==> src/rtl/interrupt_arbiter_pkg.sv <==
// Shared definitions for the interrupt arbiter.
// Contents:
//   state_t          arbiter FSM states (IDLE, GRANT, ACK)
//   NMI_VEC_DEF      default NMI vector LSBs (0xFFFC)
//   IRQ_VEC_TOP_DEF  default vector LSBs for IRQ[0]; IRQ[k] = top - k
//   VEC_RESET        value of IntAddrLSBs after reset
//   IDXW             width of a source index (up to 16 sources)
package interrupt_arbiter_pkg;

    typedef enum logic [1:0] {
        ST_IDLE  = 2'd0,
        ST_GRANT = 2'd1,
        ST_ACK   = 2'd2
    } state_t;

    localparam logic [5:0] NMI_VEC_DEF     = 6'h3E;
    localparam logic [5:0] IRQ_VEC_TOP_DEF = 6'h3D;
    localparam logic [5:0] VEC_RESET       = 6'h3F;
    localparam int         IDXW            = 4;

endpackage

==> src/rtl/interrupt_arbiter_prio.sv <==
// irq_priority_encoder: purely combinational winner selection.
// NMI beats everything; otherwise the lowest-numbered eligible source wins.
// Ports:
//   nmi      in   NMI pending
//   eligible in   NSRC  pending & enable per maskable source
//   valid    out  any request present
//   is_nmi   out  the winner is the NMI
//   index    out  IDXW  winning maskable source (0 when NMI or none)
//   vec      out  6     vector LSBs for the winner
module irq_priority_encoder
    import interrupt_arbiter_pkg::*;
#(
    parameter int         NSRC        = 8,
    parameter logic [5:0] NMI_VEC     = NMI_VEC_DEF,
    parameter logic [5:0] IRQ_VEC_TOP = IRQ_VEC_TOP_DEF
) (
    input  logic            nmi,
    input  logic [NSRC-1:0] eligible,
    output logic            valid,
    output logic            is_nmi,
    output logic [IDXW-1:0] index,
    output logic [5:0]      vec
);

    logic [IDXW-1:0] low_idx;

    // Scan downward so the last hit, the lowest index, wins.
    always_comb begin
        low_idx = '0;
        for (int k = NSRC - 1; k >= 0; k--) begin
            if (eligible[k]) low_idx = IDXW'(k);
        end
    end

    always_comb begin
        valid  = nmi | (|eligible);
        is_nmi = nmi;
        index  = nmi ? '0 : low_idx;
        vec    = nmi ? NMI_VEC : (IRQ_VEC_TOP - 6'(low_idx));
    end

endmodule

==> src/rtl/interrupt_arbiter.sv <==
// interrupt_arbiter: edge-triggered interrupt collection and CPU handshake.
// Rising edges on NMIsrc / IRQ[k] set pending flags (independent of IE).
// The highest-priority eligible request is granted by raising NMI or INT with
// a matching vector; the winner is frozen until the CPU asserts INTACK, which
// clears the winner's flag and emits a one-cycle ack pulse to that source.
// Ports:
//   MCLK, reset   clock, synchronous active-high reset
//   NMIsrc        non-maskable source (rising edge)
//   IRQ[NSRC]     maskable sources (rising edge)
//   IE[NSRC]      per-source enable (gates eligibility only)
//   INTACK        CPU acknowledge, level
//   NMI, INT      registered requests to the CPU (never both high)
//   IntAddrLSBs   registered vector LSBs
//   IrqAck, NmiAck one-cycle ack pulses
//   Pending       maskable pending flags
module interrupt_arbiter
    import interrupt_arbiter_pkg::*;
#(
    parameter int         NSRC        = 8,
    parameter logic [5:0] NMI_VEC     = NMI_VEC_DEF,
    parameter logic [5:0] IRQ_VEC_TOP = IRQ_VEC_TOP_DEF
) (
    input  logic            MCLK,
    input  logic            reset,
    input  logic            NMIsrc,
    input  logic [NSRC-1:0] IRQ,
    input  logic [NSRC-1:0] IE,
    input  logic            INTACK,
    output logic            NMI,
    output logic            INT,
    output logic [5:0]      IntAddrLSBs,
    output logic [NSRC-1:0] IrqAck,
    output logic            NmiAck,
    output logic [NSRC-1:0] Pending
);

    state_t          state;
    logic            nmi_q;
    logic [NSRC-1:0] irq_q;
    logic            nmi_pend;
    logic            win_nmi;
    logic [NSRC-1:0] win_oh;

    logic            nmi_rise;
    logic [NSRC-1:0] irq_rise;
    logic            enc_valid;
    logic            enc_nmi;
    logic [IDXW-1:0] enc_idx;
    logic [5:0]      enc_vec;
    logic [NSRC-1:0] enc_oh;
    logic            withdraw;
    logic            take_ack;
    logic [NSRC-1:0] irq_clr;
    logic            nmi_clr;

    assign nmi_rise = NMIsrc & ~nmi_q;
    assign irq_rise = IRQ & ~irq_q;

    irq_priority_encoder #(
        .NSRC       (NSRC),
        .NMI_VEC    (NMI_VEC),
        .IRQ_VEC_TOP(IRQ_VEC_TOP)
    ) u_prio (
        .nmi     (nmi_pend),
        .eligible(Pending & IE),
        .valid   (enc_valid),
        .is_nmi  (enc_nmi),
        .index   (enc_idx),
        .vec     (enc_vec)
    );

    // One-hot of the encoder's choice; zero when NMI wins.
    always_comb begin
        enc_oh = '0;
        for (int k = 0; k < NSRC; k++) begin
            enc_oh[k] = !enc_nmi && (enc_idx == IDXW'(k));
        end
    end

    // A maskable winner whose enable drops before the ack is withdrawn;
    // withdrawal takes precedence over an ack arriving on the same edge.
    always_comb begin
        withdraw = (state == ST_GRANT) && !win_nmi && ((win_oh & IE) == '0);
        take_ack = (state == ST_GRANT) && INTACK && !withdraw;
        irq_clr  = take_ack ? win_oh : '0;
        nmi_clr  = take_ack && win_nmi;
    end

    // Edge-detect and pending flags. A new edge beats a clear on the same edge.
    always_ff @(posedge MCLK) begin
        if (reset) begin
            nmi_q    <= NMIsrc;
            irq_q    <= IRQ;
            nmi_pend <= 1'b0;
            Pending  <= '0;
        end else begin
            nmi_q    <= NMIsrc;
            irq_q    <= IRQ;
            nmi_pend <= (nmi_pend & ~nmi_clr) | nmi_rise;
            Pending  <= (Pending & ~irq_clr) | irq_rise;
        end
    end

    // Grant / acknowledge FSM with registered outputs.
    always_ff @(posedge MCLK) begin
        if (reset) begin
            state       <= ST_IDLE;
            win_nmi     <= 1'b0;
            win_oh      <= '0;
            NMI         <= 1'b0;
            INT         <= 1'b0;
            IntAddrLSBs <= VEC_RESET;
            IrqAck      <= '0;
            NmiAck      <= 1'b0;
        end else begin
            IrqAck <= '0;
            NmiAck <= 1'b0;
            case (state)
                ST_IDLE: begin
                    if (enc_valid) begin
                        state       <= ST_GRANT;
                        win_nmi     <= enc_nmi;
                        win_oh      <= enc_oh;
                        NMI         <= enc_nmi;
                        INT         <= !enc_nmi;
                        IntAddrLSBs <= enc_vec;
                    end
                end
                ST_GRANT: begin
                    if (withdraw) begin
                        state <= ST_IDLE;
                        INT   <= 1'b0;
                    end else if (take_ack) begin
                        state  <= ST_ACK;
                        NMI    <= 1'b0;
                        INT    <= 1'b0;
                        IrqAck <= win_oh;
                        NmiAck <= win_nmi;
                    end
                end
                ST_ACK: begin
                    if (!INTACK) state <= ST_IDLE;
                end
                default: begin
                    state <= ST_IDLE;
                    NMI   <= 1'b0;
                    INT   <= 1'b0;
                end
            endcase
        end
    end

endmodule

==> config.mk <==
export PLATFORM = sky130hd
export DESIGN_NAME = interrupt_arbiter
export DESIGN_NICKNAME = d
export VERILOG_FILES = /design/src/rtl/interrupt_arbiter_pkg.sv /design/src/rtl/interrupt_arbiter_prio.sv /design/src/rtl/interrupt_arbiter.sv
export SDC_FILE = /design/constraint.sdc
export NUM_CORES = 1
export LEC_CHECK = 0
export CORE_MARGIN = 8
export CORE_UTILIZATION = 50
export DETAILED_ROUTE_END_ITERATION = 10
export GPL_TIMING_DRIVEN = 0
export PLACE_DENSITY_LB_ADDON = 0.12
export REMOVE_ABC_BUFFERS = 1
export SYNTH_ARGS = -nofsm -noshare
export SYNTH_HDL_FRONTEND = slang
export SYNTH_HIERARCHICAL = 1
export SYNTH_SLANG_ARGS = --single-unit
==> constraint.sdc <==
create_clock -name MCLK -period 3.75 [get_ports MCLK]
set_input_delay 0.75 -clock MCLK [delete_from_list [all_inputs] [get_ports MCLK]]
set_output_delay 0.75 -clock MCLK [all_outputs]
set_load 0.01 [all_outputs]
==> impl_metrics.toml <==
[synthesis]
synth_top_cell_area_share = 0.4823
yosysWarnings = 6
seq_area_frac_synth = 0.4823
syn_area_per_cell_um2 = 9.452
ys_types = 41
synth-seq-cells = 46
synth_cells = 202
yosys-top-cells-area = "dfxtp_1 (48%), nor2_1 (4.5%), nor4b_1 (4.1%)"
synth_ff_type = "dfxtp_1"
yosysMostFrequentCell = "dfxtp_1"
postSynth.asyncResetShare = 0
synth_common_cells = "dfxtp_1 (46), nor2_1 (23), nand2_1 (17)"
synth-edff-count = 0
synth_area_leader_cell = "dfxtp_1"
syn_area_um2 = 1909

[global_route]
grt_pass1_wl_um = 7348
grt_max_degree = 38
overflow = 0
antenna_found_initial = 0
grt_pass1_vias = 1632
grt_use_total = 0.1486

[critical_path]
slowest_delay_ps = 650
r2r-start = "nmi_pend$_SDFF_PP0_"
crit_path_end_kind = "flop"
criticalPathCategory = "in2reg"
crit_path_max_fanout = 19
cp_num_buf_inv = 1
reg2regPathDepth = 7
required_ps = 3970
timing.reg2reg.setup_slack_ps = 1290
cp.depth = 9
start_kind = "input port"
critPathTopFamily = "simple AND/OR/NAND/NOR gates"
worstSetupStartpoint = "IE[0]"
slowest_stage = "or3b_1"
crit_arrival_ps = 3180
cp_cell_sequence = "clkdlybuf4s50_1, and2_1, nor3_2, and3_1, nand2_1, or3b_1, nor4b_4, a32oi_1, nor2_1"

[timing]
max_freq_ghz = 0.3374
worst_pin_slew_ps = 1199
hold_viol_final = 0
period_share = 0.7904
clock_skew_ps = 5.774
rsz0062_at_grt = "no"
period_needed_ps = 2964
slew_headroom = 0.1984
setup_viol = 0
slew_violations = 0
setup_tns_ps = 0

[routing]
wl_met1_um = 1869
drt_iter0_drc = 128
ant_nets = 0
wirelength_um = 4414
wl_met3_um = 279
drcViolationCount = 0
top_layer_used = "met4"
routedWlPerCell_um = 15.27
via_per_inst = 5.547
routed-via-count = 1603
route.met2.wl_um = 2173
drt_pre_antenna_iters = 4

[cells_and_area]
n_fill_cell = 308
finish.utilization = 0.6654
final_cells = 289
drive_gt1_frac = 0.05809
diodes = 0
multiInputGateArea_um2 = 894.6
finalNetCount = 260
syn_to_final_growth_pct = 27.59
regArea_um2 = 920.9

[clocking]
cts_buffers = 5
root_buffer = "clkbuf_8"
cts_max_path_buffers = 2
ctsHoldBuffers = 0
cts_tree = "yes"
cts.repair.resized = 0
insertion_delay_ps = 300
clk_pin_slew_worst_paths_ps = 80
clock_sinks = 46
ctsHtreeMaxLevel = 2
postCtsSetupBuffers = 0

[pwr]
power.leakage_nw = 0.8831
ir_worst_vdd_mv = 0.2395
power_density_nw_per_um2 = 473.4

[placed_design]
dp.cells = 281
port_buffers = 44
place.gp.congestion = 0.8262
hpwl_um = 3221

[status]
status = "finished clean"

[min_path]
holdPathStages = 2
hold_start = "INT$_SDFFE_PP0P_"
hold_class = "reg2reg"

[floorplan]
core_um2 = 3661
die_w_um = 77.80
dieArea_um2 = 6052
die_y_um = 77.80
ios = 45
initial_core_util = 0.5215
fp-row-count = 22

[flow_run]
cap_violations = 0
==> logic make-up (layout without fill, tap and decap cells) <==
kind of cell / Yosys count / after routing / synth area share
and+or+nand+nor: 101 / 101 / 0.3218
DFF: 46 / 46 / 0.4823
AOI/OAI and AO/OA: 35 / 35 / 0.1363
buffers and inverters: 17 / 55 / 0.05111
other: 2 / 3 / 0.003933
xor gates and xnor gates: 1 / 1 / 0.004588
==> cell usage in the layout, fill, tap and decap left out, types with 5 or more instances in the layout <==
cell type and instances:
nor2b_1 12, dfxtp_1 46, nand2_1 17, clkdlybuf4s50_1 44
a211oi_1 8, and2_1 9, nand3b_1 8, nor2_1 23
a22oi_1 6, nor4b_1 9, nor3b_1 8, clkbuf_8 5
a21oi_1 5
==> area by class of cell <==
cell class | instances | share of cell area
Clock buffer | 5 | 0.02825
Multi-Input combinational cell | 140 | 0.3672
Inverter | 3 | 0.004622
Timing Repair Buffer | 44 | 0.1808
Tap cell | 48 | 0.02465
Clock inverter | 3 | 0.01644
Sequential cell | 46 | 0.3780
==> worst paths after layout <==
path,end
hold reg to reg,INT$_SDFFE_PP0P_
hold / removal,INT$_SDFFE_PP0P_
setup / recovery,win_oh[7]$_SDFFE_PP0P_
setup reg to reg,win_oh[7]$_SDFFE_PP0P_
==> power breakdown <==
group / switching [mW] / internal (mW)
Sequential: 0.0269 / 0.523
Clock: 0.161 / 0.196
Combinational: 0.134 / 0.111
Total: 0.323 / 0.831
==> tightest hold or removal path: stages, from the launching register on <==
cell	delay, ps
dfxtp_1	320
inv_1	50
o41ai_1	60
==> metal layers <==
| metal | vias to the layer above | track usage |
|---|---|---|
| li1 | 783 | - |
| met1 | 766 | 0.1638 |
| met2 | 44 | 0.2473 |
| met3 | 10 | 0.05530 |
| met4 | 0 | 0.06981 |
| met5 | - | 0 |
==> metrics by stage <==
step	hold slack (ps)	total power [mW]	setup WS, ps	instance area [um^2]
6_report	464.1	1.153	785.9	2436
5_1_grt	489.0	1.206	617.0	2436
4_1_cts	471.0	1.164	808.5	2436
3_5_place_dp	458.0	0.8061	499.5	2327
3_3_place_gp	448.0	0.7967	558.8	2327
2_1_floorplan	443.4	0.6942	1272	1827
==> flip-flops by register name, indices dropped and copies added, names as in the netlist <==
name	flops
nmi_pend	1
irq_q	8
IntAddrLSBs	6
nmi_q	1
NMI	1
IrqAck	8
INT	1
win_oh	8
state	2
Pending	8
NmiAck	1
win_nmi	1
Note: power is estimated with default switching activity, not from simulation.
